$ cat config.mk
export PLATFORM = sky130hd
export DESIGN_NAME = fc_operand_feeder
export DESIGN_NICKNAME = d
export VERILOG_FILES = /design/src/rtl/fc_pkg.sv /design/src/rtl/fc_addr_gen.sv /design/src/rtl/fc_operand_feeder.sv
export SDC_FILE = /design/constraint.sdc
export NUM_CORES = 1
export LEC_CHECK = 0
export CAP_MARGIN = 20
export CORE_MARGIN = 5
export CORE_UTILIZATION = 40
export CTS_CLUSTER_DIAMETER = 30
export CTS_CLUSTER_SIZE = 30
export DETAILED_ROUTE_END_ITERATION = 12
export PLACE_DENSITY = 0.77
export SYNTH_ARGS = -nofsm -noshare
export SYNTH_HDL_FRONTEND = slang
export SYNTH_SLANG_ARGS = --single-unit
$ cat constraint.sdc
create_clock -name clk -period 2.9 [get_ports clk]
set_clock_uncertainty 0.15 [all_clocks]
set_input_delay 0.435 -clock clk [delete_from_list [all_inputs] [get_ports clk]]
set_output_delay 0.435 -clock clk [all_outputs]
set_load 0.02 [all_outputs]
$ cat src/rtl/fc_pkg.sv
// Shared definitions for the FC operand feeder: FSM state encoding and the
// RAM read latency that the valid/bias alignment pipeline is built around.
package fc_pkg;

  typedef enum logic [2:0] {
    ST_IDLE  = 3'd0,
    ST_RUN   = 3'd1,
    ST_FETCH = 3'd2,
    ST_DRAIN = 3'd3,
    ST_NEXT  = 3'd4,
    ST_DONE  = 3'd5
  } fc_state_e;

  localparam int unsigned RAM_RD_LATENCY = 1;

endpackage

$ cat src/rtl/fc_addr_gen.sv
// Node / output-neuron / weight address counters for the FC operand feeder.
// The weight address is a running counter, so row-major M x N needs no multiplier.
module fc_addr_gen
  import fc_pkg::*;
#(
  parameter int CNT_WIDTH   = 10,
  parameter int WADDR_WIDTH = 20
) (
  input  logic                   clk,
  input  logic                   reset_n,
  input  logic                   clr_i,
  input  logic                   fetch_i,
  input  logic                   adv_i,
  input  logic [CNT_WIDTH-1:0]   num_node_i,
  output logic [CNT_WIDTH-1:0]   node_idx_o,
  output logic [CNT_WIDTH-1:0]   out_idx_o,
  output logic [WADDR_WIDTH-1:0] wegt_addr_o,
  output logic                   last_node_o
);

  logic [CNT_WIDTH-1:0]   node_q, node_d;
  logic [CNT_WIDTH-1:0]   out_q, out_d;
  logic [WADDR_WIDTH-1:0] wegt_q, wegt_d;

  assign last_node_o = (node_q == (num_node_i - CNT_WIDTH'(1)));

  // Next-state for the counters; node index wraps to 0 after the last input.
  always_comb begin
    node_d = node_q;
    out_d  = out_q;
    wegt_d = wegt_q;
    if (clr_i) begin
      node_d = '0;
      out_d  = '0;
      wegt_d = '0;
    end else begin
      if (fetch_i) begin
        wegt_d = wegt_q + WADDR_WIDTH'(1);
        node_d = last_node_o ? '0 : node_q + CNT_WIDTH'(1);
      end else begin
        wegt_d = wegt_q;
        node_d = node_q;
      end
      if (adv_i) begin
        out_d = out_q + CNT_WIDTH'(1);
      end else begin
        out_d = out_q;
      end
    end
  end

  // Counter registers with synchronous reset.
  always_ff @(posedge clk) begin
    if (!reset_n) begin
      node_q <= '0;
      out_q  <= '0;
      wegt_q <= '0;
    end else begin
      node_q <= node_d;
      out_q  <= out_d;
      wegt_q <= wegt_d;
    end
  end

  assign node_idx_o  = node_q;
  assign out_idx_o   = out_q;
  assign wegt_addr_o = wegt_q;

endmodule

$ cat src/rtl/fc_operand_feeder.sv
// FC layer operand feeder: sequences node/weight/bias RAM reads into the accumulator core.
// Optional FC_FEEDER_PERF_CNT_EN adds o_cycle_cnt (cycles from i_start to o_done).
module fc_operand_feeder
  import fc_pkg::*;
#(
  parameter int IN_DATA_WITDH = 16,
  parameter int CNT_WIDTH     = 10,
  parameter int WADDR_WIDTH   = 20
) (
  input  logic                     clk,
  input  logic                     reset_n,
  input  logic                     i_start,
  input  logic [CNT_WIDTH-1:0]     i_num_node,
  input  logic [CNT_WIDTH-1:0]     i_num_out,
  input  logic                     i_hold,
  output logic [CNT_WIDTH-1:0]     o_node_addr,
  output logic                     o_node_ce,
  input  logic [IN_DATA_WITDH-1:0] i_node_q,
  output logic [WADDR_WIDTH-1:0]   o_wegt_addr,
  output logic                     o_wegt_ce,
  input  logic [IN_DATA_WITDH-1:0] i_wegt_q,
  output logic [CNT_WIDTH-1:0]     o_bias_addr,
  output logic                     o_bias_ce,
  input  logic [IN_DATA_WITDH-1:0] i_bias_q,
  output logic                     o_run,
  output logic                     o_valid,
  output logic [IN_DATA_WITDH-1:0] o_node,
  output logic [IN_DATA_WITDH-1:0] o_wegt,
  output logic [IN_DATA_WITDH-1:0] o_bias,
  output logic                     o_acc_done,
  output logic [CNT_WIDTH-1:0]     o_out_idx,
`ifdef FC_FEEDER_PERF_CNT_EN
  output logic [31:0]              o_cycle_cnt,
`endif
  output logic                     o_idle,
  output logic                     o_done
);

  localparam int RD_LAT = int'(RAM_RD_LATENCY);

  fc_state_e            state_q;
  logic [CNT_WIDTH-1:0] n_q, m_q;
  logic                 run_q, acc_done_q, done_q, idle_q;
  logic [RD_LAT-1:0]    valid_pipe_q, bias_pipe_q;

  logic                   start_s, fetch_s, bias_ce_s, adv_s, last_out_s, last_node_s;
  logic [CNT_WIDTH-1:0]   node_idx_s, out_idx_s;
  logic [WADDR_WIDTH-1:0] wegt_addr_s;

  assign start_s    = (state_q == ST_IDLE) && i_start;
  assign fetch_s    = (state_q == ST_FETCH) && !i_hold;
  assign bias_ce_s  = fetch_s && (node_idx_s == '0);
  assign last_out_s = (out_idx_s == (m_q - CNT_WIDTH'(1)));
  assign adv_s      = (state_q == ST_NEXT) && !last_out_s;

  fc_addr_gen #(
    .CNT_WIDTH   (CNT_WIDTH),
    .WADDR_WIDTH (WADDR_WIDTH)
  ) u_addr_gen (
    .clk         (clk),
    .reset_n     (reset_n),
    .clr_i       (start_s),
    .fetch_i     (fetch_s),
    .adv_i       (adv_s),
    .num_node_i  (n_q),
    .node_idx_o  (node_idx_s),
    .out_idx_o   (out_idx_s),
    .wegt_addr_o (wegt_addr_s),
    .last_node_o (last_node_s)
  );

  // Pass sequencer; strobes are registered on the edge entering their state.
  always_ff @(posedge clk) begin
    if (!reset_n) begin
      state_q    <= ST_IDLE;
      n_q        <= '0;
      m_q        <= '0;
      run_q      <= 1'b0;
      acc_done_q <= 1'b0;
      done_q     <= 1'b0;
      idle_q     <= 1'b1;
    end else begin
      run_q      <= 1'b0;
      acc_done_q <= 1'b0;
      done_q     <= 1'b0;
      idle_q     <= 1'b0;
      case (state_q)
        ST_IDLE: begin
          if (i_start) begin
            n_q <= i_num_node;
            m_q <= i_num_out;
            if ((i_num_node == '0) || (i_num_out == '0)) begin
              state_q <= ST_DONE;
              done_q  <= 1'b1;
            end else begin
              state_q <= ST_RUN;
              run_q   <= 1'b1;
            end
          end else begin
            idle_q <= 1'b1;
          end
        end
        ST_RUN: state_q <= ST_FETCH;
        ST_FETCH: begin
          if (fetch_s && last_node_s) begin
            state_q <= ST_DRAIN;
          end
        end
        ST_DRAIN: begin
          state_q    <= ST_NEXT;
          acc_done_q <= 1'b1;
        end
        ST_NEXT: begin
          if (last_out_s) begin
            state_q <= ST_DONE;
            done_q  <= 1'b1;
          end else begin
            state_q <= ST_RUN;
            run_q   <= 1'b1;
          end
        end
        ST_DONE: begin
          state_q <= ST_IDLE;
          idle_q  <= 1'b1;
        end
        default: begin
          state_q <= ST_IDLE;
          idle_q  <= 1'b1;
        end
      endcase
    end
  end

  // Align valid and the bias-select flag with the RAM read latency.
  always_ff @(posedge clk) begin
    if (!reset_n) begin
      valid_pipe_q <= '0;
      bias_pipe_q  <= '0;
    end else begin
      valid_pipe_q <= RD_LAT'({valid_pipe_q, fetch_s});
      bias_pipe_q  <= RD_LAT'({bias_pipe_q, bias_ce_s});
    end
  end

`ifdef FC_FEEDER_PERF_CNT_EN
  logic [31:0] cyc_cnt_q;

  // Inclusive count from the start cycle; loading 2 covers the start cycle and RUN.
  always_ff @(posedge clk) begin
    if (!reset_n) begin
      cyc_cnt_q <= 32'd0;
    end else if (start_s) begin
      cyc_cnt_q <= 32'd2;
    end else if ((state_q != ST_IDLE) && (state_q != ST_DONE) && (cyc_cnt_q != 32'hFFFF_FFFF)) begin
      cyc_cnt_q <= cyc_cnt_q + 32'd1;
    end
  end

  assign o_cycle_cnt = cyc_cnt_q;
`endif

  assign o_node_ce   = fetch_s;
  assign o_wegt_ce   = fetch_s;
  assign o_bias_ce   = bias_ce_s;
  assign o_node_addr = node_idx_s;
  assign o_wegt_addr = wegt_addr_s;
  assign o_bias_addr = out_idx_s;
  assign o_out_idx   = out_idx_s;

  assign o_run      = run_q;
  assign o_valid    = valid_pipe_q[RD_LAT-1];
  assign o_node     = o_valid ? i_node_q : '0;
  assign o_wegt     = o_valid ? i_wegt_q : '0;
  assign o_bias     = bias_pipe_q[RD_LAT-1] ? i_bias_q : '0;
  assign o_acc_done = acc_done_q;
  assign o_done     = done_q;
  assign o_idle     = idle_q;

endmodule

=== Word-level counts from Yosys, hierarchy flattened ===
Index checks and enable logic that the tools add are counted.

* Add/subtract/negate cells: 5
* Eq/ne operators: 8
* Mux-type cells: 20
* Bitwise gates (word level): 1
* Reductions and logical operators: 16

{| class="wikitable"
|+ Operators by type and width
! cell !! number
|-
| 16-bit 2-to-1 mux || 3
|-
| 10-bit logical NOT || 3
|-
| 10-bit by 1-bit adder with 10-bit output (second input constant) || 2
|-
| 20-bit by 1-bit adder with 20-bit output (second input constant) || 1
|-
| 10-bit == test || 2
|-
| 10-bit by 1-bit subtractor with 10-bit output (second input constant) || 2
|-
| 3-bit one-hot mux with 5 select lines || 1
|-
| 3-bit 2-to-1 mux || 4
|-
| 10-bit 2-to-1 mux || 1
|-
| 1-bit 2-to-1 mux || 8
|-
| 3-bit by 2-bit == test with 1-bit output (second input constant) || 2
|-
| 1-bit one-hot mux with 2 select lines || 3
|-
| 1-bit logical AND || 5
|-
| 2-bit AND reduction || 2
|-
| 4-bit OR reduction || 1
|-
| 3-bit by 1-bit == test with 1-bit output (second input constant) || 1
|-
| 3-bit == test (second input constant) || 1
|-
| 3-bit logical NOT || 1
|-
| 1-bit logical NOT || 2
|-
| 2-bit by 1-bit != test with 1-bit output (second input constant) || 1
|-
| 2-bit != test (second input constant) || 1
|-
| 2-bit OR reduction || 1
|-
| 1-bit logical OR || 1
|-
| 1-bit NOT || 1
|}

* Flip-flop bits (word level): 69

=== Depth between registers and ports, before layout ===
Gate-level depths: netlist of run 1.

* Word-level depth: 5
* Mapped depth: 10
* Mapped depth without buffers: 8

=== By module ===
Synthesis of run 1 repeated with hierarchy kept, for this count alone.

* Cells, all modules: 512
* Area total of the unflattened synthesis: 4026.4 um2

{| class="wikitable"
|+ Modules (own cells, without submodules)
! module !! instances !! cells each !! area each (um2) !! seq. area each (um2)
|-
| fc_addr_gen || 1 || 256 || 2160.8 || 800.8
|-
| fc_operand_feeder || 1 || 256 || 1865.5 || 580.6
|}

=== Worst setup path before layout of run 1 ===
OpenSTA, ideal clock, no wires.

* Kind: register -> output
* Start point: register u_addr_gen.node_q[0] (netlist: u_addr_gen.node_idx_o[0])
* End point: output o_bias_ce
* Data arrival time: 1.928 ns
* Required time: 2.315 ns
* Setup slack: 0.387 ns
* Cell stages (with the launch flop): 5
* Cell sequence: dfxtp_1 inv_1 ha_1 or4b_2 nor4_1

* Word-level cells in the longest chain between the ends: 2

{| class="wikitable"
|+ RTL lines
! element !! RTL line !! source
|-
| start, declared || fc_addr_gen.sv:21 || <nowiki>logic [CNT_WIDTH-1:0] node_q, node_d;</nowiki>
|-
| start signal, assigned || fc_addr_gen.sv:59 || <nowiki>node_q <= node_d;</nowiki>
|-
| 10-bit logical NOT || fc_operand_feeder.sv:52 || <nowiki>assign bias_ce_s = fetch_s && (node_idx_s == '0);</nowiki>
|-
| 1-bit logical AND || fc_operand_feeder.sv:52 ||
|-
| end, declared || fc_operand_feeder.sv:23 || <nowiki>output logic o_bias_ce,</nowiki>
|}

Every way passes these cells.

=== Final worst setup path of run 1 ===
* Start point: register u_addr_gen.node_q[1] (netlist: u_addr_gen.node_idx_o[1])
* End point: output o_bias_ce

Same word-level chain as after synthesis.

==> results.yml, run 1 <==
run_status:
  outcome: "finished clean"
floorplanning:
  io_pins: 178
  coreArea_sq_mm: 0.009819
  die_height_um: 110.5
  dieArea_sq_mm: 0.01221
  start_util: 0.4116
  die_x_um: 110.5
  fp-row-count: 36
worst_setup_path:
  critPathMaxFanout: 5
  max_stage_delay_ns: 0.60
  start_kind: "flop"
  crit_family: "simple AND/OR/NAND/NOR gates"
  cp_slowest_cell: "or4b_2"
  cp.arrival_ns: 2.19
  cp.buffers_inverters: 2
  endpoint_kind: "primary output"
  criticalPathCategory: "flop to primary output"
  crit_required_ns: 2.32
  crit_chain: "inv_1 > ha_1 > or4b_2 > nor4_2 > dlygate4sd2_1"
sta:
  finalSetupViolations: 0
  slew_violations: 0
  fin_setup_tns_ns: 0
  finalCritPeriodShare: 0.9553
  rsz0062_at_grt: "false"
  finalCriticalPeriod_ns: 2.770
  hold_violations: 0
  slew_headroom: 0.6525
  tightest_slew_ns: 0.5197
  timing.fmax_ghz: 0.3610
clock_tree:
  post_cts_buffers: 0
  clockRootBuffer: "clkbuf_8"
  path_clk_slew_ns: 0.08
  holdBufCountCts: 0
  htree_levels: 3
  cts_tree: "yes"
  cts_num_sinks: 69
  clockBufferDepth: 2
  cts_made_buffers: 9
  clk_latency_ns: 0.34
route:
  drc: 0
  vias_per_cell: 5.166
  ant_nets: 0
  drt_iter0_markers: 215
  first_pass_iters: 4
  wl_mm: 13.17
  dr_total_vias: 4164
  wl_per_cell_um: 16.34
worst_hold_path:
  hp-class: "flop to flop"
placed_design:
  gp_congestion: 0.8667
  place_area_sq_mm: 0.005882
  io_buffers: 177
  dp_hpwl_mm: 10.45
logic_synthesis:
  synth_top_family_by_area: "simple AND/OR/NAND/NOR gates"
  synth-xor-area-share: 0.1019
  avgSynthCellArea_sq_um: 7.971
  syn-cell-area_sq_mm: 0.004041
  ys.flop_type: "dfxtp_1"
  yosys.area_share.simple: 0.3393
  synthDistinctLibCells: 48
  synth_edf_count: 0
  ys_seq_area_frac: 0.3418
  synth.mux.area_fraction: 0.02724
  async_flop_share: 0
  postSynthCellCount: 507
  synth_fp_nets: 585
  ys_seq_elements: 69
  synth-compound-area-share: 0.1167
  synth-adder-area-share: 0.01858
  ys_warn_count: 0
layout:
  final_cell_mix: "clkdlybuf4s50_1, nand2_1, dfxtp_1, and2_1, a21oi_1"
  n_antenna_cell: 0
  fin_area_sq_mm: 0.006075
  layout_commonest_cell: "clkdlybuf4s50_1"
  area_growth_pct: 50.31
  drive_above_1_share: 0.05795
  nets: 747
power:
  p_switching_mw: 0.6605
  peakVddDrop_mv: 0.2634
  power_leakage_nw: 2.169
  power_density_mw_per_mm2: 373.3
  comb_power_share: 0.213
  power_frac_seq: 0.448
  p_int_mw: 1.607
  power_frac_clock: 0.339
  switching_share: 0.2912
global_routing:
  grt_pass1_vias: 4132
  grt_max_degree: 34
  antenna_found_initial: 0
  grt_pass1_wl_mm: 21.57
  grt_usage: 0.2123
  grt_overflow_total: 0
job:
  cap_violations: 0
==> metal layers <==
metal  share of wire  up-vias  global-route usage  routed length [um]
li1                -     2051                   -                   -
met1            0.41     1957              0.2378                5349
met2            0.52      142              0.3940                6856
met3           0.060       14             0.05033                 796
met4           0.013        0             0.06568                 170
met5               0        -                   0                   0
==> power groups by stage <==
stage	Combinational, mW	Sequential, mW	Clock [mW]
final	0.482	1.02	0.769
after global routing	0.527	1.02	0.821
after CTS	0.482	1.02	0.786
after detailed placement	0.478	1.04	0
after global placement	0.466	1.04	0
after floorplan	0.282	1.03	0
==> worst paths after layout <==
check / from / end / slack (ns) / depth (start not counted)
max: u_addr_gen.node_idx_o[1]$_SDFFE_PP0P_ / o_bias_ce / 0.13 / 5
min: n_q[9]$_SDFFE_PN0P_ / n_q[9]$_SDFFE_PN0P_ / 0.33 / 2
max reg2reg: m_q[1]$_SDFFE_PN0P_ / u_addr_gen.out_idx_o[3]$_SDFFE_PP0P_ / 0.27 / 8
min reg2reg: n_q[9]$_SDFFE_PN0P_ / n_q[9]$_SDFFE_PN0P_ / 0.33 / 2
==> tightest hold or removal path, stage by stage (launching register included) <==
cell	delay, ns
dfxtp_1	0.33
nand2_1	0.06
a21oi_1	0.05
==> sequential cells by signal (all words and copies together) (netlist names), 3 cells and up <==
signal,flops
u_addr_gen.node_idx_o,10
m_q,10
u_addr_gen.wegt_addr_o,20
u_addr_gen.out_idx_o,10
n_q,10
state_q,3
==> cells in the mapped netlist (3+ instances only) <==
master,number,share of area
nand2_1,76,0.071
ha_1,6,0.019
nand3_1,13,0.016
a211oi_1,7,0.013
nor2_1,34,0.032
clkbuf_1,22,0.020
nor3_1,17,0.021
inv_1,11,0.010
and3_1,9,0.014
buf_4,11,0.020
and2_1,56,0.087
xnor2_1,22,0.048
or3_1,12,0.019
mux2i_1,11,0.027
nor2b_1,3,0.0046
nand4_1,11,0.017
dfxtp_1,69,0.34
xor2_1,25,0.054
o211ai_1,6,0.011
o21ai_0,6,0.0074
nor4_1,5,0.0077
a21oi_1,35,0.043
and4_1,4,0.0087
==> cell type report <==
class | count | area, sq um
clock buffers | 9 | 123.9
inverters | 11 | 41.29
multi-input cells | 391 | 2452
clock inverters | 6 | 63.81
well taps | 133 | 166.4
repair buffers | 187 | 1846
fillers | 926 | 3745
flip-flops and latches | 69 | 1381
==> logic make-up (layout without fill, tap and decap cells) <==
family | count (synthesis) | count (layout)
buf+inv | 47 | 213
compound gates | 72 | 72
mux | 11 | 11
xor+xnor | 47 | 47
simple gates | 255 | 255
fa+ha+maj | 6 | 6
flops | 69 | 69
==> stage by stage <==
step                      instances    util  hold WS [ns]  power, mW  setup WS, ns
final                           806  0.6186        0.3323      2.268        0.1296
after global routing            806  0.6186        0.3674      2.371      0.004307
after CTS                       806  0.6180        0.3360      2.285       0.04675
after detailed placement        791  0.5990        0.3253      1.518        0.1051
after global placement          791  0.5990        0.3252      1.503        0.1970
after floorplan                 507       -        0.2996      1.312        0.3870
==> what timing repair did <==
item	CTS	global route
hold endpoints to repair	0	0
endpoints found under the setup margin	1	1
pin swaps	0	0
gates resized for setup	1	1
Note: power is estimated with default switching activity, not from simulation.
==> run 2: changes to the inputs <==
CORE_UTILIZATION = 43   (was 40)
PLACE_DENSITY = 0.82   (was 0.77)
REMOVE_ABC_BUFFERS = 1   (was unset)
SYNTH_HIERARCHICAL = 1   (was unset)
==> run 2 against run 1 <==
  * Routed wire length rose by 0.45%
  * Non-clock buffer count rose by 20
  * Core utilization rose by 6.5 points
  * Sequential cell count did not move
  * Via count rose by 3.7%
  * Combinational power rose by 29%
  * Hold slack got worse by 0.0015 ns
  * Sequential share of layout area fell by 0.71 points
  * Cell count rose by 0.62%
  * Critical endpoint is now u_addr_gen/out_idx_o[7]$_SDFFE_PP0P_
  * Maximum frequency fell by 7.2%
  * The run now ends with negative setup slack left
  * Critical path depth rose by 8
==> results.yml, run 2 <==
logic_synthesis:
  ys_seq_area_frac: 0.3431
  postSynthCellCount: 512
  synth_common_cells: "dfxtp_1, nand2_1, and2_1"
  synth_edf_count: 0
  synthDistinctLibCells: 58
  yosysMostFrequentCell: "dfxtp_1"
  ys.flop_type: "dfxtp_1"
  synth_area_leaders: "dfxtp_1, and2_1, xor2_1"
  synth_largest_area_cell: "dfxtp_1"
  synth_top_area_frac: 0.3431
  ys_seq_elements: 69
  ys_warn_count: 6
  syn-cell-area_sq_mm: 0.004026
  avgSynthCellArea_sq_um: 7.864
  async_flop_share: 0
floorplanning:
  dieArea_sq_mm: 0.01140
  io_pins: 178
  coreArea_sq_mm: 0.009196
  die_height_um: 106.8
  die_x_um: 106.8
  start_util: 0.4378
  fp-row-count: 35
route:
  drt_iter0_markers: 228
  ant_nets: 0
  drc: 0
  wl_mm: 13.23
  vias_per_cell: 5.327
  first_pass_iters: 5
  wl_per_cell_um: 16.32
  dr_total_vias: 4320
run_status:
  outcome: "finished, violations left"
  violations: "negative setup slack"
global_routing:
  grt_pass1_vias: 4110
  grt_usage: 0.2208
  grt_max_degree: 34
  grt_pass1_wl_mm: 20.44
  antenna_found_initial: 0
  grt_overflow_total: 0
worst_setup_path:
  criticalPathCategory: "flop to flop"
  max_stage_delay_ns: 0.50
  crit_top_cell: "and3_4"
  r2r_end: "u_addr_gen/out_idx_o[7]$_SDFFE_PP0P_"
  r2r_cells: 13
  r2r_start: "m_q[0]$_SDFFE_PN0P_"
  start_kind: "flop"
  crit_required_ns: 2.98
  endpoint_kind: "flop"
  rrSetupSlack_ns: -0.08
  cp_slowest_cell: "or4b_4"
  cp.arrival_ns: 3.07
  critPathMaxFanout: 4
  crit_chain: "inv_2 > ha_4 > or4b_4 > xnor2_2 > a31o_2 > a211oi_4 > o31ai_4 > nor3_2 > and3_4 > and3_4 > nand4_1 > xor2_1 > nor2_1"
clock_tree:
  cts_made_buffers: 9
  clockBufferDepth: 2
  clk_latency_ns: 0.34
  clockRootBuffer: "clkbuf_8"
  cts_num_sinks: 69
  htree_levels: 3
  path_clk_slew_ns: 0.07
  cts_tree: "yes"
power:
  peakVddDrop_mv: 0.2916
  power_density_mw_per_mm2: 385.4
  power_leakage_nw: 2.323
layout:
  fin_area_sq_mm: 0.006289
  drive_above_1_share: 0.1071
  area_growth_pct: 56.18
  n_antenna_cell: 0
  final_cell_mix: "clkdlybuf4s50_1, dfxtp_1, nand2_1, and2_1, nor2_1"
  fin_util: 0.6838
  fillers: 737
  stdcell_count: 811
  nets: 772
  largest_reg_flops: 20
  layout_commonest_cell: "clkdlybuf4s50_1"
placed_design:
  place_area_sq_mm: 0.005971
  placed_cells: 792
  dp_hpwl_mm: 10.28
  io_buffers: 177
  gp_congestion: 0.9037
job:
  cap_violations: 0
sta:
  hold_violations: 0
  finalSetupViolations: 6
  finalCriticalPeriod_ns: 2.984
  rsz0062_at_grt: "true"
  timing.fmax_ghz: 0.3351
  slew_violations: 0
  tightest_slew_ns: 0.7207
  fin_ws_ns: -0.08410
  finalCritPeriodShare: 1.029
  whs_ns: 0.3308
  slew_headroom: 0.5189
worst_hold_path:
  hp-class: "flop to flop"
  worstHoldStart: "n_q[9]$_SDFFE_PN0P_"
  min_path_cells: 2
  min_to: "n_q[9]$_SDFFE_PN0P_"
run 2: worst max-delay path, delay by kind of cell (launching register included):
kind,cells,cell delay (ns)
buffers and inverters,1,0.06
AO/OA/AOI/OAI,3,0.62
AND/OR/NAND/NOR,6,1.26
adder cells (fa/ha/maj),1,0.13
flip-flops,1,0.33
XOR/XNOR,2,0.31
run 2: worst max path at each step:
stage,start,to,slack (ns),cells past startpoint
detailed placement,m_q[0]$_SDFFE_PN0P_,u_addr_gen/out_idx_o[7]$_SDFFE_PP0P_,-0.23,13
floorplan,i_hold,u_addr_gen/wegt_addr_o[12]$_SDFFE_PP0P_,-1.91,5
global route,m_q[0]$_SDFFE_PN0P_,u_addr_gen/out_idx_o[8]$_SDFFE_PP0P_,-0.25,13
finish,m_q[0]$_SDFFE_PN0P_,u_addr_gen/out_idx_o[7]$_SDFFE_PP0P_,-0.08,13
CTS,m_q[0]$_SDFFE_PN0P_,u_addr_gen/out_idx_o[7]$_SDFFE_PP0P_,-0.05,13
global placement,m_q[0]$_SDFFE_PN0P_,u_addr_gen/out_idx_o[7]$_SDFFE_PP0P_,-0.06,13
run 2: cell type report:
cell class	instances	area, sq um	area share
clock inverter	4	47.55	0.007561
multi-input combinational	394	2516	0.4001
sequential	69	1385	0.2203
clock buffer	12	145.1	0.02308
tap	111	138.9	0.02209
inverter	14	52.55	0.008357
timing repair buffer	207	2003	0.3185
run 2: cell families (layout without fill, tap and decap cells):
family | Yosys count | in the layout | synth area share
and+or+nand+nor | 259 | 259 | 0.3359
adders and majority gates | 5 | 5 | 0.01554
DFF | 69 | 69 | 0.3431
muxes | 4 | 4 | 0.01057
buffers and inverters | 49 | 237 | 0.05656
AOI/OAI and AO/OA | 77 | 77 | 0.1318
xor gates and xnor gates | 49 | 49 | 0.1066
run 2: report_power, final:
part	leakage, nW	switching, mW	internal, mW	total [mW]
clock	0.0964	0.352	0.419	0.770
sequential	0.561	0.0497	0.984	1.03
combinational	1.67	0.312	0.308	0.620
total	2.32	0.713	1.71	2.42
run 2: what timing repair did:
| item | in CTS | in global routing |
|---|---|---|
| pin swaps | 4 | 8 |
| hold buffers | 0 | 0 |
| hold endpoints to repair | 0 | 0 |
| endpoints found under the setup margin | 7 | 11 |
| resized for setup | 10 | 15 |
| buffers inserted | 3 | 3 |
run 2: per-layer routing:
layer / GRT usage / vias up / wire length [um]
met1: 0.2374 / 1996 / 5037
met2: 0.4105 / 179 / 6845
met5: 0 / - / 0
met3: 0.05238 / 24 / 1031
met4: 0.09224 / 0 / 318
li1: - / 2121 / -
run 2: metrics by stage:
stage	power, mW	setup slack (ns)	TNS [ns]
finish	2.424	-0.08410	-0.3355
CTS	2.409	-0.04643	-0.1294
global route	2.540	-0.2456	-1.205
floorplan	1.345	-1.907	-56.09
detailed placement	1.624	-0.2342	-0.9575
global placement	1.601	-0.06272	-0.1697
